**config.mk**
```make
export PLATFORM = sky130hd
export DESIGN_NAME = uart_tx_arbiter
export DESIGN_NICKNAME = d
export VERILOG_FILES = /design/src/rtl/uart_tx_arbiter.sv
export SDC_FILE = /design/constraint.sdc
export NUM_CORES = 1
export LEC_CHECK = 0
export CORE_MARGIN = 5
export CORE_UTILIZATION = 40
export CTS_BUF_LIST = sky130_fd_sc_hd__clkbuf_4
export DETAILED_ROUTE_END_ITERATION = 6
export GPL_TIMING_DRIVEN = 0
export PLACE_DENSITY = 0.69
export SLEW_MARGIN = 20
export SYNTH_ARGS = -nofsm -noshare
export SYNTH_HDL_FRONTEND = slang
export SYNTH_SLANG_ARGS = --single-unit
```
**constraint.sdc**
```tcl
create_clock -name hw_clk -period 6.1 [get_ports hw_clk]
set_input_delay 1.525 -clock hw_clk [delete_from_list [all_inputs] [get_ports hw_clk]]
set_output_delay 1.525 -clock hw_clk [all_outputs]
set_load 0.005 [all_outputs]
```
**src/rtl/uart_tx_arbiter.sv**
```systemverilog
// Shares one 8N1 UART transmitter among NUM_REQ valid/ready byte requesters, with message locking.
// Define UART_ARB_FIXED_PRI_EN for fixed priority (index 0 highest) instead of round-robin.
module uart_tx_arbiter #(
   parameter int unsigned NUM_REQ      = 4,
   parameter int unsigned GAP_CYCLES   = 0,
   parameter int unsigned ACK_TIMEOUT  = 1024,
   parameter int unsigned LOCK_TIMEOUT = 65535
) (
   input  logic                   hw_clk,
   input  logic                   rst_n,
   input  logic [NUM_REQ-1:0]     req_valid,
   input  logic [8*NUM_REQ-1:0]   req_data,
   input  logic [NUM_REQ-1:0]     req_last,
   output logic [NUM_REQ-1:0]     req_ready,
   output logic [7:0]             tx_data,
   output logic                   tx_start,
   input  logic                   tx_busy,
   output logic [2:0]             grant_id,
   output logic                   locked,
   output logic                   err_ack,
   output logic                   err_lock
);

   localparam int unsigned IDX_W = 3;
   localparam int unsigned SUM_W = IDX_W + 1;
   localparam int unsigned CNT_W = 16;

   typedef enum logic [2:0] {
      S_IDLE, S_LOAD, S_START, S_WAIT_BUSY, S_WAIT_DONE, S_GAP
   } state_t;

   state_t             state, state_d;
   logic [IDX_W-1:0]   ptr, ptr_d, grant_d, nxt_ptr, win_idx;
   logic               win_vld;
   logic               locked_d, tx_start_d, err_ack_d, err_lock_d;
   logic [7:0]         tx_data_d;
   logic [NUM_REQ-1:0] req_ready_d;
   logic [CNT_W-1:0]   lock_cnt, lock_cnt_d, ack_cnt, ack_cnt_d, gap_cnt, gap_cnt_d;
   logic               gnt_valid, gnt_last;
   logic [7:0]         gnt_data;

   // Inputs of the currently granted requester
   always_comb begin
      gnt_valid = 1'b0;
      gnt_last  = 1'b0;
      gnt_data  = 8'h00;
      for (int i = 0; i < NUM_REQ; i++) begin
         if (grant_id == IDX_W'(i)) begin
            gnt_valid = req_valid[i];
            gnt_last  = req_last[i];
            gnt_data  = req_data[8*i +: 8];
         end
      end
   end

   assign nxt_ptr = (grant_id == IDX_W'(NUM_REQ - 1)) ? IDX_W'(0) : grant_id + IDX_W'(1);

`ifdef UART_ARB_FIXED_PRI_EN
   // Lowest index wins; descending scan leaves the lowest set bit last
   always_comb begin
      win_vld = 1'b0;
      win_idx = '0;
      for (int i = NUM_REQ - 1; i >= 0; i--) begin
         if (req_valid[i]) begin
            win_vld = 1'b1;
            win_idx = IDX_W'(i);
         end
      end
   end
`else
   logic [2*NUM_REQ-1:0] dbl;
   logic [NUM_REQ-1:0]   rot;
   logic [SUM_W-1:0]     sum;

   // Rotate so the pointer lands at bit 0, take the first set bit, then rotate back
   always_comb begin
      win_vld = 1'b0;
      sum     = '0;
      dbl     = {req_valid, req_valid} >> ptr;
      rot     = dbl[NUM_REQ-1:0];
      for (int i = NUM_REQ - 1; i >= 0; i--) begin
         if (rot[i]) begin
            win_vld = 1'b1;
            sum     = SUM_W'(ptr) + SUM_W'(i);
         end
      end
      if (sum >= SUM_W'(NUM_REQ)) sum = sum - SUM_W'(NUM_REQ);
      win_idx = sum[IDX_W-1:0];
   end
`endif

   // Next-state and next-output logic
   always_comb begin
      state_d     = state;
      ptr_d       = ptr;
      grant_d     = grant_id;
      locked_d    = locked;
      tx_data_d   = tx_data;
      tx_start_d  = 1'b0;
      req_ready_d = '0;
      err_ack_d   = 1'b0;
      err_lock_d  = 1'b0;
      lock_cnt_d  = lock_cnt;
      ack_cnt_d   = ack_cnt;
      gap_cnt_d   = gap_cnt;
      case (state)
         S_IDLE: begin
            if (locked) begin
               if (gnt_valid) begin
                  state_d     = S_LOAD;
                  req_ready_d = NUM_REQ'(1) << grant_id;
               end else if (lock_cnt == CNT_W'(LOCK_TIMEOUT - 1)) begin
                  locked_d   = 1'b0;
                  err_lock_d = 1'b1;
                  ptr_d      = nxt_ptr;
                  lock_cnt_d = '0;
               end else begin
                  lock_cnt_d = lock_cnt + CNT_W'(1);
               end
            end else if (win_vld) begin
               grant_d     = win_idx;
               state_d     = S_LOAD;
               req_ready_d = NUM_REQ'(1) << win_idx;
            end
         end
         S_LOAD: begin
            // A requester that withdrew before ready gets no transfer
            if (gnt_valid) begin
               tx_data_d  = gnt_data;
               locked_d   = ~gnt_last;
               lock_cnt_d = '0;
               tx_start_d = 1'b1;
               state_d    = S_START;
            end else begin
               state_d = S_IDLE;
            end
         end
         S_START: begin
            ack_cnt_d = '0;
            state_d   = S_WAIT_BUSY;
         end
         S_WAIT_BUSY: begin
            if (tx_busy) begin
               state_d = S_WAIT_DONE;
            end else if (ack_cnt == CNT_W'(ACK_TIMEOUT - 1)) begin
               err_ack_d = 1'b1;
               locked_d  = 1'b0;
               gap_cnt_d = '0;
               state_d   = S_GAP;
            end else begin
               ack_cnt_d = ack_cnt + CNT_W'(1);
            end
         end
         S_WAIT_DONE: begin
            if (!tx_busy) begin
               gap_cnt_d = '0;
               state_d   = S_GAP;
            end
         end
         S_GAP: begin
            if (32'(gap_cnt) + 32'd1 >= 32'(GAP_CYCLES)) begin
               state_d = S_IDLE;
               if (!locked) ptr_d = nxt_ptr;
            end else begin
               gap_cnt_d = gap_cnt + CNT_W'(1);
            end
         end
         default: state_d = S_IDLE;
      endcase
   end

   always_ff @(posedge hw_clk or negedge rst_n) begin
      if (!rst_n) begin
         state     <= S_IDLE;
         ptr       <= '0;
         grant_id  <= '0;
         locked    <= 1'b0;
         tx_data   <= 8'h00;
         tx_start  <= 1'b0;
         req_ready <= '0;
         err_ack   <= 1'b0;
         err_lock  <= 1'b0;
         lock_cnt  <= '0;
         ack_cnt   <= '0;
         gap_cnt   <= '0;
      end else begin
         state     <= state_d;
         ptr       <= ptr_d;
         grant_id  <= grant_d;
         locked    <= locked_d;
         tx_data   <= tx_data_d;
         tx_start  <= tx_start_d;
         req_ready <= req_ready_d;
         err_ack   <= err_ack_d;
         err_lock  <= err_lock_d;
         lock_cnt  <= lock_cnt_d;
         ack_cnt   <= ack_cnt_d;
         gap_cnt   <= gap_cnt_d;
      end
   end

endmodule

```
* Yosys cells after proc, flatten, opt, wreduce, memory -nomap -nowiden
Index checks and enable logic that the tools add are counted.
W data, S select, Z words.
** Storage, ports and cells
- Register bits :: 73
- Bits in latches :: 0
- Output and inout bits :: 19
- Memories :: 0
- Bits in read-only memories :: 0
- Bits in writable memories :: 0
- Input bits :: 43
- Word-level logic and storage cells :: 137
** Cells by class
- Reduce and logical (&&, ||, !) cells :: 15
- Add/subtract/negate cells :: 9
- $lt $le $gt $ge :: 2
- Shifts and indexed selects :: 3
- $mul :: 0
- Eq/ne operators :: 24
- Divide/modulo/power cells :: 0
- Bitwise logic cells :: 2
- Multiplexer cells :: 70
** Operators by type and width (count)
- $mux W16 :: 10
- $pmux W16 S2 :: 2
- $add A16 B1 Y16 const B :: 3
- $pmux W16 S3 :: 1
- $mux W3 :: 14
- $mux W4 :: 8
- $mux W8 :: 4
- $mux W1 :: 27
- $ne A2 B2 Y1 const B :: 11
- $pmux W3 S6 :: 1
- $add A16 B1 Y17 const B :: 1
- $ge A17 B1 Y1 const B :: 1
- $eq A16 B10 Y1 const B :: 1
- $eq A16 B16 Y1 const B :: 1
- $eq A3 B2 Y1 const B :: 4
- $reduce_and A5 Y1 :: 2
- $ne A3 B3 Y1 const B :: 3
- $add A3 B2 Y4 const B :: 2
- $reduce_and A4 Y1 :: 2
- $shl A1 B3 Y4 const A :: 2
- $shr A8 B3 Y4 :: 1
- $eq A3 B1 Y1 const B :: 2
- $eq A3 B3 Y1 const B :: 2
- $logic_not A3 Y1 :: 2
- 13 further kinds :: 18

* Longest topological paths before layout
- Depth in word-level cells :: 11
- Depth in mapped cells :: 9
- Gate-level depth less buffers :: 8

* Worst setup path after synthesis
No wires, ideal clock.
- Path type :: input-to-reg
- Start point :: input port req_valid[1]
- End point :: register lock_cnt[9]
- Cell stages on the path :: 7
- Buffers on the path :: 1
- Setup slack :: 2.802 ns
- Required time :: 6.034 ns
- Data arrival time :: 3.232 ns
- Library setup time :: 0.066 ns
- Cells stage by stage :: buf_6 -> a21oi_1 -> a2111oi_2 -> or2_4 -> or4_4 -> or4_1 -> nand2_1
** On the way
- Word-level cells in the longest chain between the ends :: 5
- Elaborated cells between the ends (all ways) :: 6
- Classes of those cells :: eq/ne (2); mux (3); reduce/logical (1)
** RTL lines
- start: declaration :: line 11 : input logic [NUM_REQ-1:0] req_valid,
- $mux W1 (*) (3 in series) :: line 48 : if (grant_id == IDX_W'(i)) begin
- $ne A2 B2 Y1 (no line)
- $reduce_and A4 Y1 (no line) (*)
- end signal: assignment :: line 196 : lock_cnt <= lock_cnt_d;
- end: declaration :: line 38 : logic [CNT_W-1:0] lock_cnt, lock_cnt_d, ack_cnt, ack_cnt_d, gap_cnt, gap_cnt_d;
Every way passes the cells marked *; elsewhere a longest branch is shown, timed or not.
A chain may end at the register's enable or synchronous reset.

* Worst setup path after layout
- Start point :: input port req_valid[0]
- End point :: register lock_cnt[10]
** On the way
- Word-level cells in the longest chain between the ends :: 6
- Elaborated cells between the ends (all ways) :: 7
- Classes of those cells :: eq/ne (2); mux (4); reduce/logical (1)
** RTL lines (line)
- $mux W1 (*) (4 in series) :: 48
- $ne A2 B2 Y1 (no line)
- $reduce_and A4 Y1 (no line) (*)
Marked as above.

==> flow_metrics.env <==
export IMPL_status="finished clean"
export IMPL_drt_pass1_iter_count=4
export IMPL_cp_top_family="compound AO/OA/AOI/OAI gates"
export IMPL_number_of_h_tree_levels=3
export IMPL_worst_path_max_delay_cell="sky130_fd_sc_hd__a2111oi_2"
export IMPL_routed_wirelength_um=8921
export IMPL_grt_use_total_pct=16.56
export IMPL_mappedNetlistNets=474
export IMPL_layout_area_seq_sq_um=1426
export IMPL_hold_viol_final=0
export IMPL_synth_enable_flop_cells=0
export IMPL_worstReg2RegEnd="lock_cnt[10]"
export IMPL_grt_start_max_net_pins=58
export IMPL_post_cts_repair_setup_buffers=0
export IMPL_total_power_w=0.001822
export IMPL_first_iter_violations=206
export IMPL_worstRegToRegCells=9
export IMPL_synth_area_leaders="sky130_fd_sc_hd__dfrtp_1, sky130_fd_sc_hd__nor2_1, sky130_fd_sc_hd__o21ai_0"
export IMPL_placed_cells=585
export IMPL_antenna_cells=0
export IMPL_finish_cell_count_without_fillers=601
export IMPL_crit_reg2reg_launch="grant_id[0]"
export IMPL_ant_nets=0
export IMPL_mostFrequentLayoutCells="sky130_fd_sc_hd__dfrtp_1, sky130_fd_sc_hd__clkdlybuf4s50_1, sky130_fd_sc_hd__nor2_1"
export IMPL_hold_path_startpoint="tx_data[0]"
export IMPL_critical_path_endpoint_type="flip-flop"
export IMPL_synthToLayoutAreaGrowth_pct=23.43
export IMPL_r2r_slack_ns=3.33
export IMPL_pwr_density_cell_nw_per_um2=411.4
export IMPL_multi_input_comb_area_sq_um=2018
export IMPL_design_core_area_sq_um=8721
export IMPL_timing_worst_slew_pin_value_ns=0.7119
export IMPL_path_clk_slew_ns=0.11
export IMPL_final_min_period_over_clock_period_pct=55.07
export IMPL_fin_util_pct=50.79
export IMPL_startpoint_type_of_the_worst_setup_path="primary input"
export IMPL_finalCriticalPeriod_ns=3.359
export IMPL_via_per_inst=5.591
export IMPL_power_ir_vdd_worst_mv=0.2386
export IMPL_grt_ovfl_total=0
export IMPL_port_buffer_count=57
export IMPL_finalSetupViolCount=0
export IMPL_cts_resized=0
export IMPL_critical_path_class="primary input to flip-flop"
export IMPL_die_area_sq_um=10970
export IMPL_drive_above_1_share_pct=5.882
export IMPL_grt_pass1_vias=3261
export IMPL_die_w_um=104.7
export IMPL_syn_inst=420
export IMPL_rsz0062_at_grt="no"
export IMPL_synthDominantAreaCellType="sky130_fd_sc_hd__dfrtp_1"
export IMPL_clock_latency_ns=0.41
export IMPL_min_to="tx_data[0]"
export IMPL_yosys_area_top_type_share_pct=39.75
export IMPL_numClockSinks=57
export IMPL_cellLeakagePower_nw=1.844
export IMPL_finalSetupTns_ns=0
export IMPL_design_portCount=62
export IMPL_drt_wirelength_per_cell_um=14.84
export IMPL_maxSlewViolCount=0
export IMPL_placementRows=34
export IMPL_timing_critical_path_arrival_ns=3.65
export IMPL_finish_net_count=542
export IMPL_crit_chain="clkbuf_1 -> nand3b_1 -> a2111oi_2 -> o21ai_1 -> o21a_1 -> buf_2 -> o21ai_0 -> o31ai_1"
export IMPL_share_of_async_settable_or_async_resettable_flops_after_synthesis_pct=100.0
export IMPL_cts_hold_buffers=0
export IMPL_post_route_drc_count=0
export IMPL_design_area_final_sq_um=4429
export IMPL_whs_path_depth=2
export IMPL_placed_standard_cell_area_sq_um=4292
export IMPL_cp_slowest_stage_delay_ns=0.50
export IMPL_grt_first_pass_wirelength_um=15280
export IMPL_cts_tree="yes"
export IMPL_max_cap_violations=0
export IMPL_num_fill_cells=822
export IMPL_cts_root_to_sink_buffers=2
export IMPL_mostFrequentLayoutCell="sky130_fd_sc_hd__dfrtp_1"
export IMPL_cp_buffers_inverters=2
export IMPL_synth_ff_latch_count=57
export IMPL_num_vias=3360
export IMPL_relative_max_transition_margin_pct=52.54
export IMPL_post_synthesis_area_per_instance_sq_um=8.544
export IMPL_cts_root_buffer_cell="sky130_fd_sc_hd__clkbuf_4"
export IMPL_tritoncts_num_buffers=9
export IMPL_most_frequently_used_flop_master_after_synthesis="sky130_fd_sc_hd__dfrtp_1"
export IMPL_timing_critical_path_fanout_max=10
export IMPL_floorplan_die_height_um=104.7
export IMPL_post_synth_instance_area_sq_um=3588
export IMPL_grt_antenna_before_repair=0
export IMPL_synthDistinctLibCells=61
export IMPL_required_ns=6.39
export IMPL_timing_hold_worst_class="flip-flop to flip-flop"
export IMPL_ys_seq_area_share_pct=39.75
export IMPL_initial_utilization_pct=41.15
export IMPL_maxClockFrequency_mhz=297.7
export IMPL_detailedPlacementHpwl_um=6612
export IMPL_gp_routability_congestion=0.8229
export IMPL_yosysWarningCount=0
export IMPL_fin_worst_skew_ns=0.01415
cell usage after synthesis (2+ instances only):
| library cell | number |
|---|---|
| sky130_fd_sc_hd__dfrtp_1 | 57 |
| sky130_fd_sc_hd__nor2_1 | 50 |
| sky130_fd_sc_hd__nand2_1 | 38 |
| sky130_fd_sc_hd__o21ai_0 | 30 |
| sky130_fd_sc_hd__a21oi_1 | 24 |
| sky130_fd_sc_hd__clkbuf_1 | 19 |
| sky130_fd_sc_hd__nand3_1 | 17 |
| sky130_fd_sc_hd__nor2b_1 | 17 |
| sky130_fd_sc_hd__nor3_1 | 14 |
| sky130_fd_sc_hd__o31ai_1 | 13 |
| sky130_fd_sc_hd__inv_1 | 12 |
| sky130_fd_sc_hd__ha_1 | 11 |
| sky130_fd_sc_hd__a221oi_1 | 9 |
| sky130_fd_sc_hd__xor2_1 | 9 |
| sky130_fd_sc_hd__and3_1 | 8 |
| sky130_fd_sc_hd__nand2b_1 | 7 |
| sky130_fd_sc_hd__nand4_1 | 7 |
| sky130_fd_sc_hd__xnor2_1 | 7 |
| sky130_fd_sc_hd__mux2_2 | 6 |
| sky130_fd_sc_hd__mux2i_1 | 5 |
| sky130_fd_sc_hd__o211ai_1 | 5 |
| sky130_fd_sc_hd__nand3b_1 | 4 |
| sky130_fd_sc_hd__o32ai_1 | 4 |
| sky130_fd_sc_hd__a21o_1 | 3 |
| sky130_fd_sc_hd__and2_1 | 2 |
| sky130_fd_sc_hd__and4_1 | 2 |
| sky130_fd_sc_hd__buf_1 | 2 |
| sky130_fd_sc_hd__nor3b_1 | 2 |
| sky130_fd_sc_hd__nor4_1 | 2 |
| sky130_fd_sc_hd__o21ai_1 | 2 |
| sky130_fd_sc_hd__o21bai_1 | 2 |
routing by layer:
layer  wire, um  track usage, %  up-vias
met2       4414           27.56       90
met1       3938           21.12     1601
li1           -               -     1656
met4        104           4.475        0
met3        464           4.747       13
met5          0               0        -
area by class of cell:
| class | count | share of cell area [%] |
|---|---|---|
| Timing Repair Buffer | 57 | 12.82 |
| Sequential cell | 57 | 32.20 |
| Clock inverter | 7 | 1.582 |
| Buffer | 23 | 2.147 |
| Tap cell | 108 | 3.051 |
| Inverter | 13 | 1.102 |
| Clock buffer | 9 | 1.525 |
| Multi-Input combinational cell | 327 | 45.57 |
worst max-delay path by stage:
stage / startpoint / endpoint / cells after the start
after floorplan: req_valid[1] / lock_cnt[9] / 7
after global placement: rst_n / grant_id[0] / 1
after detailed placement: req_valid[0] / lock_cnt[10] / 8
after CTS: req_valid[0] / lock_cnt[10] / 8
after global routing: req_valid[0] / lock_cnt[12] / 8
final: req_valid[0] / lock_cnt[10] / 8
cell families (layout without fill, tap and decap cells):
group           after synthesis  count (layout)  synth area share [%]
compound gates              111             111                 20.47
xor+xnor                     16              16                 3.905
fa+ha+maj                    11              11                 3.835
buf+inv                      36             109                 4.010
flops                        57              57                 39.75
mux                          11              11                 3.277
simple gates                178             178                 24.76
worst reg2reg max path: cells and delay by family, from the launching register on:
family          cells  cell delay [ns]
compound gates      5             1.46
simple gates        1             0.15
flops               1             0.48
buf+inv             2             0.32
fa+ha+maj           1             0.24
per-stage QoR:
stage               setup WS (ns)  hold slack (ns)
floorplan                   2.802           0.4454
global placement            1.736           0.4654
detailed placement          2.275           0.4667
CTS                         2.736           0.4880
global route                2.524           0.5043
finish                      2.741           0.4894
power breakdown:
group          switching [W]  internal, W
sequential          0.000103     0.000486
combinational       0.000548     0.000404
clock               0.000157     0.000125
flip-flops by register name, indices dropped and copies added, names as in the netlist:
name,count
req_ready,4
err_ack,1
tx_start,1
locked,1
ack_cnt,16
state,3
ptr,3
lock_cnt,16
grant_id,3
tx_data,8
err_lock,1
No activity file was read; power rests on OpenSTA's default activity.
